**src/rtl/fp_align_add_if.sv**
```systemverilog
// Operand and result bundle for the FP32 align/add stage.
// The slave modport is the datapath side; the master modport drives operands and accepts results.
interface fp_align_add_if #(
    parameter int EXP_W      = 8,
    parameter int MANT_W     = 24,
    parameter int OUT_MANT_W = MANT_W + 4
);
    logic                  in_valid;
    logic                  in_ready;
    logic                  op_sub;
    logic                  sign_a;
    logic                  sign_b;
    logic [EXP_W-1:0]      exp_a;
    logic [EXP_W-1:0]      exp_b;
    logic [MANT_W-1:0]     mant_a;
    logic [MANT_W-1:0]     mant_b;
    logic                  out_valid;
    logic                  out_ready;
    logic                  out_sign;
    logic [EXP_W-1:0]      out_exp;
    logic [OUT_MANT_W-1:0] out_mant;
    logic                  out_inf;
    logic                  out_nan;

    modport master (
        output in_valid, op_sub, sign_a, sign_b, exp_a, exp_b, mant_a, mant_b, out_ready,
        input  in_ready, out_valid, out_sign, out_exp, out_mant, out_inf, out_nan
    );

    modport slave (
        input  in_valid, op_sub, sign_a, sign_b, exp_a, exp_b, mant_a, mant_b, out_ready,
        output in_ready, out_valid, out_sign, out_exp, out_mant, out_inf, out_nan
    );
endinterface

```
**src/rtl/fp_align_add.sv**
```systemverilog
// Two-stage FP32 exponent-align and mantissa add/subtract.
// Stage 1 orders the operands, aligns the smaller mantissa with sticky, and classifies specials.
// Stage 2 adds or subtracts the aligned mantissas and produces the unnormalized result.
module fp_align_add #(
    parameter int EXP_W      = 8,
    parameter int MANT_W     = 24,
    parameter int OUT_MANT_W = MANT_W + 4
) (
    input logic            clk,
    input logic            rst_n,
    fp_align_add_if.slave  bus
);
    localparam int ALIGN_W = MANT_W + 3;
    localparam logic [EXP_W-1:0] EXP_MAX = '1;

    logic                  s1_valid;
    logic [ALIGN_W-1:0]    s1_big;
    logic [ALIGN_W-1:0]    s1_small;
    logic                  s1_sign_big;
    logic                  s1_eff_sub;
    logic [EXP_W-1:0]      s1_exp_big;
    logic                  s1_nan;
    logic                  s1_inf;
    logic                  s1_inf_sign;

    logic                  s2_valid;
    logic                  s2_sign;
    logic [EXP_W-1:0]      s2_exp;
    logic [OUT_MANT_W-1:0] s2_mant;
    logic                  s2_inf;
    logic                  s2_nan;

    logic                  s2_ready;
    logic                  in_ready;

    logic                  eff_sign_b;
    logic [EXP_W-1:0]      eff_exp_a;
    logic [EXP_W-1:0]      eff_exp_b;
    logic                  a_big;
    logic [EXP_W-1:0]      exp_diff;
    logic [MANT_W-1:0]     mant_big;
    logic [MANT_W-1:0]     mant_small;
    logic [ALIGN_W-1:0]    small_ext;
    logic [ALIGN_W-1:0]    lost_mask;
    logic [ALIGN_W-1:0]    aligned;
    logic                  nan_a;
    logic                  nan_b;
    logic                  inf_a;
    logic                  inf_b;
    logic                  any_nan;

    logic [OUT_MANT_W-1:0] sum_mant;
    logic [OUT_MANT_W-1:0] diff_mant;
    logic                  res_sign;
    logic [EXP_W-1:0]      res_exp;
    logic [OUT_MANT_W-1:0] res_mant;

    assign s2_ready      = !s2_valid || bus.out_ready;
    assign in_ready      = !s1_valid || s2_ready;
    assign bus.in_ready  = in_ready;
    assign bus.out_valid = s2_valid;
    assign bus.out_sign  = s2_sign;
    assign bus.out_exp   = s2_exp;
    assign bus.out_mant  = s2_mant;
    assign bus.out_inf   = s2_inf;
    assign bus.out_nan   = s2_nan;

    // Order the operands by magnitude, align the smaller one with sticky, and classify specials.
    always_comb begin
        eff_sign_b = bus.sign_b ^ bus.op_sub;
        eff_exp_a  = (bus.exp_a == '0) ? EXP_W'(1) : bus.exp_a;
        eff_exp_b  = (bus.exp_b == '0) ? EXP_W'(1) : bus.exp_b;
        a_big      = {eff_exp_a, bus.mant_a} >= {eff_exp_b, bus.mant_b};
        if (a_big) begin
            mant_big   = bus.mant_a;
            mant_small = bus.mant_b;
            exp_diff   = eff_exp_a - eff_exp_b;
        end else begin
            mant_big   = bus.mant_b;
            mant_small = bus.mant_a;
            exp_diff   = eff_exp_b - eff_exp_a;
        end
        small_ext = {mant_small, 3'b000};
        lost_mask = '0;
        aligned   = '0;
        if (exp_diff >= EXP_W'(ALIGN_W)) begin
            aligned = {{(ALIGN_W-1){1'b0}}, |mant_small};
        end else begin
            lost_mask  = ~({ALIGN_W{1'b1}} << exp_diff);
            aligned    = small_ext >> exp_diff;
            aligned[0] = aligned[0] | (|(small_ext & lost_mask));
        end
        nan_a   = (bus.exp_a == EXP_MAX) && (bus.mant_a[MANT_W-2:0] != '0);
        nan_b   = (bus.exp_b == EXP_MAX) && (bus.mant_b[MANT_W-2:0] != '0);
        inf_a   = (bus.exp_a == EXP_MAX) && (bus.mant_a[MANT_W-2:0] == '0);
        inf_b   = (bus.exp_b == EXP_MAX) && (bus.mant_b[MANT_W-2:0] == '0);
        any_nan = nan_a || nan_b || (inf_a && inf_b && (bus.sign_a != eff_sign_b));
    end

    // Stage 1 register: captures the ordered, aligned operand pair when the stage advances.
    always_ff @(posedge clk or negedge rst_n) begin
        if (!rst_n) begin
            s1_valid    <= 1'b0;
            s1_big      <= '0;
            s1_small    <= '0;
            s1_sign_big <= 1'b0;
            s1_eff_sub  <= 1'b0;
            s1_exp_big  <= '0;
            s1_nan      <= 1'b0;
            s1_inf      <= 1'b0;
            s1_inf_sign <= 1'b0;
        end else if (in_ready) begin
            s1_valid <= bus.in_valid;
            if (bus.in_valid) begin
                s1_big      <= {mant_big, 3'b000};
                s1_small    <= aligned;
                s1_sign_big <= a_big ? bus.sign_a : eff_sign_b;
                s1_eff_sub  <= bus.sign_a ^ eff_sign_b;
                s1_exp_big  <= a_big ? bus.exp_a : bus.exp_b;
                s1_nan      <= any_nan;
                s1_inf      <= !any_nan && (inf_a || inf_b);
                s1_inf_sign <= inf_a ? bus.sign_a : eff_sign_b;
            end
        end
    end

    // Add or subtract the aligned mantissas; specials and exact cancellation override the sum.
    always_comb begin
        sum_mant  = {1'b0, s1_big} + {1'b0, s1_small};
        diff_mant = {1'b0, s1_big} - {1'b0, s1_small};
        res_sign  = s1_sign_big;
        res_exp   = s1_exp_big;
        res_mant  = s1_eff_sub ? diff_mant : sum_mant;
        if (s1_nan) begin
            res_sign = 1'b0;
            res_exp  = EXP_MAX;
            res_mant = '0;
        end else if (s1_inf) begin
            res_sign = s1_inf_sign;
            res_exp  = EXP_MAX;
            res_mant = '0;
        end else if (s1_eff_sub && (diff_mant == '0)) begin
            res_sign = 1'b0;
            res_exp  = '0;
        end
    end

    // Stage 2 register: result only changes when downstream has taken the previous one.
    always_ff @(posedge clk or negedge rst_n) begin
        if (!rst_n) begin
            s2_valid <= 1'b0;
            s2_sign  <= 1'b0;
            s2_exp   <= '0;
            s2_mant  <= '0;
            s2_inf   <= 1'b0;
            s2_nan   <= 1'b0;
        end else if (s2_ready) begin
            s2_valid <= s1_valid;
            if (s1_valid) begin
                s2_sign <= res_sign;
                s2_exp  <= res_exp;
                s2_mant <= res_mant;
                s2_inf  <= s1_inf;
                s2_nan  <= s1_nan;
            end
        end
    end
endmodule

```
**src/flat_wrapper.sv**
```systemverilog
// flat-port wrapper written by rule: the top's interface ports become plain ports
module fp_align_add_flat 
#(
    parameter int EXP_W      = 8,
    parameter int MANT_W     = 24,
    parameter int OUT_MANT_W = MANT_W + 4
)
  (clk, rst_n, bus_in_valid, bus_op_sub, bus_sign_a, bus_sign_b, bus_exp_a, bus_exp_b, bus_mant_a, bus_mant_b, bus_out_ready, bus_in_ready, bus_out_valid, bus_out_sign, bus_out_exp, bus_out_mant, bus_out_inf, bus_out_nan);
  fp_align_add_if #(.EXP_W(EXP_W), .MANT_W(MANT_W), .OUT_MANT_W(OUT_MANT_W)) bus_i ();
  input logic clk;
  input logic rst_n;
  input wire logic [$bits(bus_i.in_valid)-1:0] bus_in_valid;
  input wire logic [$bits(bus_i.op_sub)-1:0] bus_op_sub;
  input wire logic [$bits(bus_i.sign_a)-1:0] bus_sign_a;
  input wire logic [$bits(bus_i.sign_b)-1:0] bus_sign_b;
  input wire logic [$bits(bus_i.exp_a)-1:0] bus_exp_a;
  input wire logic [$bits(bus_i.exp_b)-1:0] bus_exp_b;
  input wire logic [$bits(bus_i.mant_a)-1:0] bus_mant_a;
  input wire logic [$bits(bus_i.mant_b)-1:0] bus_mant_b;
  input wire logic [$bits(bus_i.out_ready)-1:0] bus_out_ready;
  output wire logic [$bits(bus_i.in_ready)-1:0] bus_in_ready;
  output wire logic [$bits(bus_i.out_valid)-1:0] bus_out_valid;
  output wire logic [$bits(bus_i.out_sign)-1:0] bus_out_sign;
  output wire logic [$bits(bus_i.out_exp)-1:0] bus_out_exp;
  output wire logic [$bits(bus_i.out_mant)-1:0] bus_out_mant;
  output wire logic [$bits(bus_i.out_inf)-1:0] bus_out_inf;
  output wire logic [$bits(bus_i.out_nan)-1:0] bus_out_nan;
  assign bus_i.in_valid = bus_in_valid;
  assign bus_i.op_sub = bus_op_sub;
  assign bus_i.sign_a = bus_sign_a;
  assign bus_i.sign_b = bus_sign_b;
  assign bus_i.exp_a = bus_exp_a;
  assign bus_i.exp_b = bus_exp_b;
  assign bus_i.mant_a = bus_mant_a;
  assign bus_i.mant_b = bus_mant_b;
  assign bus_i.out_ready = bus_out_ready;
  assign bus_in_ready = bus_i.in_ready;
  assign bus_out_valid = bus_i.out_valid;
  assign bus_out_sign = bus_i.out_sign;
  assign bus_out_exp = bus_i.out_exp;
  assign bus_out_mant = bus_i.out_mant;
  assign bus_out_inf = bus_i.out_inf;
  assign bus_out_nan = bus_i.out_nan;
  fp_align_add #(.EXP_W(EXP_W), .MANT_W(MANT_W), .OUT_MANT_W(OUT_MANT_W)) u_core (.clk(clk), .rst_n(rst_n), .bus(bus_i));
endmodule
```
**config.mk**
```make
export PLATFORM = sky130hd
export DESIGN_NAME = fp_align_add_flat
export DESIGN_NICKNAME = d
export VERILOG_FILES = /design/src/rtl/fp_align_add_if.sv /design/src/rtl/fp_align_add.sv /design/src/flat_wrapper.sv
export SDC_FILE = /design/constraint.sdc
export NUM_CORES = 1
export LEC_CHECK = 0
export BUFFER_PORTS_ARGS = -buffer_cell sky130_fd_sc_hd__buf_2
export CAP_MARGIN = 20
export CORE_ASPECT_RATIO = 0.9
export CORE_MARGIN = 5
export CORE_UTILIZATION = 30
export CTS_BUF_LIST = sky130_fd_sc_hd__clkbuf_8
export DETAILED_ROUTE_END_ITERATION = 10
export PLACE_DENSITY_LB_ADDON = 0.1
export SLEW_MARGIN = 10
export SYNTH_ARGS = -nofsm -noshare
export SYNTH_HDL_FRONTEND = slang
export SYNTH_SLANG_ARGS = --single-unit
```
**constraint.sdc**
```tcl
create_clock -name clk -period 3.5 [get_ports clk]
set_input_delay 0.7 -clock clk [delete_from_list [all_inputs] [get_ports clk]]
set_output_delay 0.7 -clock clk [all_outputs]
set_load 0.03 [all_outputs]
```
==> impl_metrics.py <==
metrics = {
    "run_status": {
        "status": "complete, but fails checks",
        "failed_checks": "negative setup slack",
    },
    "worst_hold_path": {
        "hold_path.class": "input port to async pin",
    },
    "synthesis": {
        "synth_cell_types": 85,
        "yosysMostFrequentCell": "nand2_1",
        "synth_edf_count": 0,
        "muxShareOfSynthArea_pct": 5.919,
        "syn_area_mm2": 0.01087,
        "ys_warn_count": 0,
        "yosys-top-cells-count": "nand2_1 (166), o21ai_0 (122), nor2_1 (110)",
        "syn_area_per_cell_um2": 7.668,
        "async_reset_ff_share_pct": 100.0,
        "synth_top_area_share_pct": 24.18,
        "synth_simple_gate_area_share_pct": 19.40,
        "synth_compound_area_share_pct": 27.86,
        "synth_area_leaders": "dfrtp_1 (24%), ha_1 (10%), nand2_1 (5.7%), o21ai_0 (5.6%), a21oi_1 (4.9%)",
        "syn-num-nets": 1581,
        "synthAdderAreaFrac_pct": 11.19,
        "synthFlopType": "dfrtp_1",
        "seq_area_frac_synth_pct": 24.18,
        "synthXorXnorAreaFrac_pct": 4.169,
        "synth_seq_cells": 105,
        "synth_top_family_by_area": "compound AO/OA/AOI/OAI gates",
        "syn_inst": 1417,
        "yosys.area.top_type": "dfrtp_1",
    },
    "global_routing": {
        "grt_overflow_total": 0,
        "grt_max_degree": 55,
        "grt_usage_pct": 22.57,
        "grt_pass1_wl_mm": 71.15,
        "grt_pass1_vias": 12000,
        "antenna_found_initial": 0,
    },
    "worst_setup_path": {
        "path_buf_inv": 3,
        "crit_chain": "buf_8 -> nor4_4 -> a21o_1 -> inv_2 -> ha_4 -> and3_4 -> a221oi_4 -> o21ai_2 -> or2_4 -> o31ai_4 -> buf_6 -> mux2i_4 -> xnor2_4 -> and2_1 -> o311a_1 -> or4_4 -> a2111oi_4 -> a31oi_1",
        "path_depth": 18,
        "r2r-start": "u_core.s1_small[0]",
        "cp_slowest_cell": "or4_4",
        "worstRegToRegCells": 19,
        "rrSetupSlack_ns": -0.31,
        "path_max_fanout": 5,
        "critPathArrivalTime_ns": 4.52,
        "r2r_end": "u_core.bus.out_exp[1]",
        "crit_type": "input port to flop",
        "cp-start-kind": "input port",
        "crit_family": "compound AO/OA/AOI/OAI gates",
        "cp-startpoint": "bus_exp_b[5]",
        "crit_path_end": "u_core.s1_small[0]",
        "slowest_delay_ns": 0.50,
        "required_ns": 3.78,
        "end_kind": "flop",
    },
    "clock_tree": {
        "path_clk_slew_ns": 0.11,
        "clock_latency_ns": 0.41,
        "cts_hold_buf": 0,
        "cts-root-buf": "clkbuf_8",
        "cts_buffers": 9,
        "clock-sinks": 105,
        "cts_tree": "yes",
        "cts_buffer_depth": 2,
        "h-tree-depth": 3,
    },
    "layout": {
        "instances_no_fill": 2336,
        "seq_area_mm2": 0.002628,
        "finish.net_count": 2019,
        "synthToLayoutAreaGrowth_pct": 55.22,
        "post-route-util_pct": 46.95,
        "drive_gt1_share_pct": 42.31,
        "n_fill_cell": 3632,
        "multi_input_area_mm2": 0.008877,
        "n_antenna_cell": 0,
    },
    "drt": {
        "drc_errors": 0,
        "avgRoutedWirePerCell_um": 20.03,
        "dr.pass1.iters": 7,
        "finalWirelength_mm": 46.80,
        "vias": 12250,
        "viasPerCell": 5.243,
        "initialDrtViolationCount": 807,
        "final_antenna_net_count": 0,
    },
    "floorplanning": {
        "fp.dieW_um": 210.6,
        "core.rowCount": 66,
        "start_util_pct": 30.25,
        "pin_count": 112,
        "die_y_um": 190.5,
        "core_region_area_mm2": 0.03592,
        "dieArea_mm2": 0.04013,
    },
    "timing": {
        "slew_headroom_pct": 38.96,
        "slew_violations": 0,
        "finClkSkew_ns": 0.01884,
        "setup_violations": 37,
        "worst_pin_slew_ns": 0.9079,
        "final.period_utilization_pct": 121.0,
        "hold_viol": 0,
        "fin_tns_setup_ns": -17.35,
        "setup_slack_ns": -0.7356,
        "max_freq_mhz": 236.1,
        "min_period_ns": 4.236,
        "rsz0062_at_grt": "yes",
    },
    "place": {
        "dp.cells": 2250,
        "place_congestion": 0.9350,
        "place_worst_setup_slack_ns": -1.385,
        "dp_hpwl_mm": 36.80,
        "io_buffer_count": 111,
    },
    "power": {
        "power_leakage_nw": 7.718,
        "ir_drop_v": 0.0002013,
        "power.density_mw_per_mm2": 459.1,
        "power_w": 0.007742,
    },
    "flow_run": {
        "cap_violations": 0,
    },
}
cells by family after synthesis:
logic type,after synthesis
multiplexers,55
flip-flops,105
adder cells (fa/ha/maj),96
buffers and inverters,199
AND/OR/NAND/NOR,452
XOR/XNOR,50
AO/OA/AOI/OAI,460
area by class of cell:
type	instances	area share (%)
tap	476	3.531
sequential	105	15.58
inverter	94	2.092
clock buffer	9	0.7345
clock inverter	7	0.4006
timing repair buffer	532	25.02
multi-input combinational	1113	52.64
timing repair:
| action | CTS | global route |
|---|---|---|
| gates cloned | 4 | 0 |
| pin swaps | 66 | 56 |
| resized for setup | 208 | 117 |
| setup endpoints to repair | 42 | 43 |
| setup buffers | 42 | 35 |
per-layer routing:
layer,GRT usage [%],share of wire [%],vias to the layer above
met3,1.974,3.9,62
met1,32.72,48,5844
met2,36.24,46,324
met5,0,0,-
met4,5.934,2.5,0
li1,-,-,6018
registers in the layout, indices dropped and copies added (netlist names):
name / cells
u_core.s1_nan: 1
u_core.s1_big: 24
u_core.s1_small: 27
u_core.bus.out_mant: 28
u_core.s1_sign_big: 1
u_core.s1_valid: 1
u_core.bus.out_inf: 1
u_core.s1_inf: 1
u_core.bus.out_nan: 1
u_core.bus.out_valid: 1
u_core.s1_inf_sign: 1
u_core.s1_eff_sub: 1
u_core.bus.out_sign: 1
u_core.bus.out_exp: 8
u_core.s1_exp_big: 8
report_power, final:
group	leakage (nW)	internal (W)	switching (W)
Combinational	6.28	0.00247	0.00290
Sequential	1.34	0.00144	0.000149
Clock	0.0958	0.000280	0.000510
Total	7.72	0.00419	0.00356
worst min-delay path by stage:
stage          cells past startpoint                      end               startpoint
2_1_floorplan                      0    u_core.bus.out_exp[0]                    rst_n
3_3_place_gp                       2  u_core.bus.out_mant[23]  u_core.bus.out_mant[23]
3_5_place_dp                       2       u_core.bus.out_nan       u_core.bus.out_nan
4_1_cts                            1   u_core.bus.out_mant[9]                    rst_n
5_1_grt                            1   u_core.bus.out_mant[7]                    rst_n
6_report                           1   u_core.bus.out_mant[9]                    rst_n
metrics by stage:
step | area, um2 | hold WS [ns]
finish | 16860 | 0.3711
floorplan | 11410 | 0.4044
CTS | 16200 | 0.3731
global placement | 14630 | 0.4581
global route | 16860 | 0.4176
detailed placement | 14640 | 0.4630
placed cells by master, fill, tap and decap left out, types with 9 or more instances in the layout:
cell type	count
buf_4	351
nand2_1	146
dfrtp_1	105
buf_2	104
nor2_1	94
inv_1	89
ha_1	84
a21oi_1	79
o21ai_0	70
buf_6	53
nor3_1	41
o21ai_1	37
a21o_1	27
a21oi_2	27
xnor2_1	22
xor2_1	22
a31oi_1	20
mux2i_1	20
o211ai_1	18
mux2i_4	18
nand3_1	15
nor4_1	14
buf_12	14
o21ai_2	13
nand4_1	13
o21a_1	12
a211oi_1	12
nor2_4	12
o221a_2	12
nand2_2	10
nand2_4	10
o21bai_1	9
nand2b_1	9
nor2b_1	9
clkbuf_8	9
No activity file was read; power rests on OpenSTA's default activity.
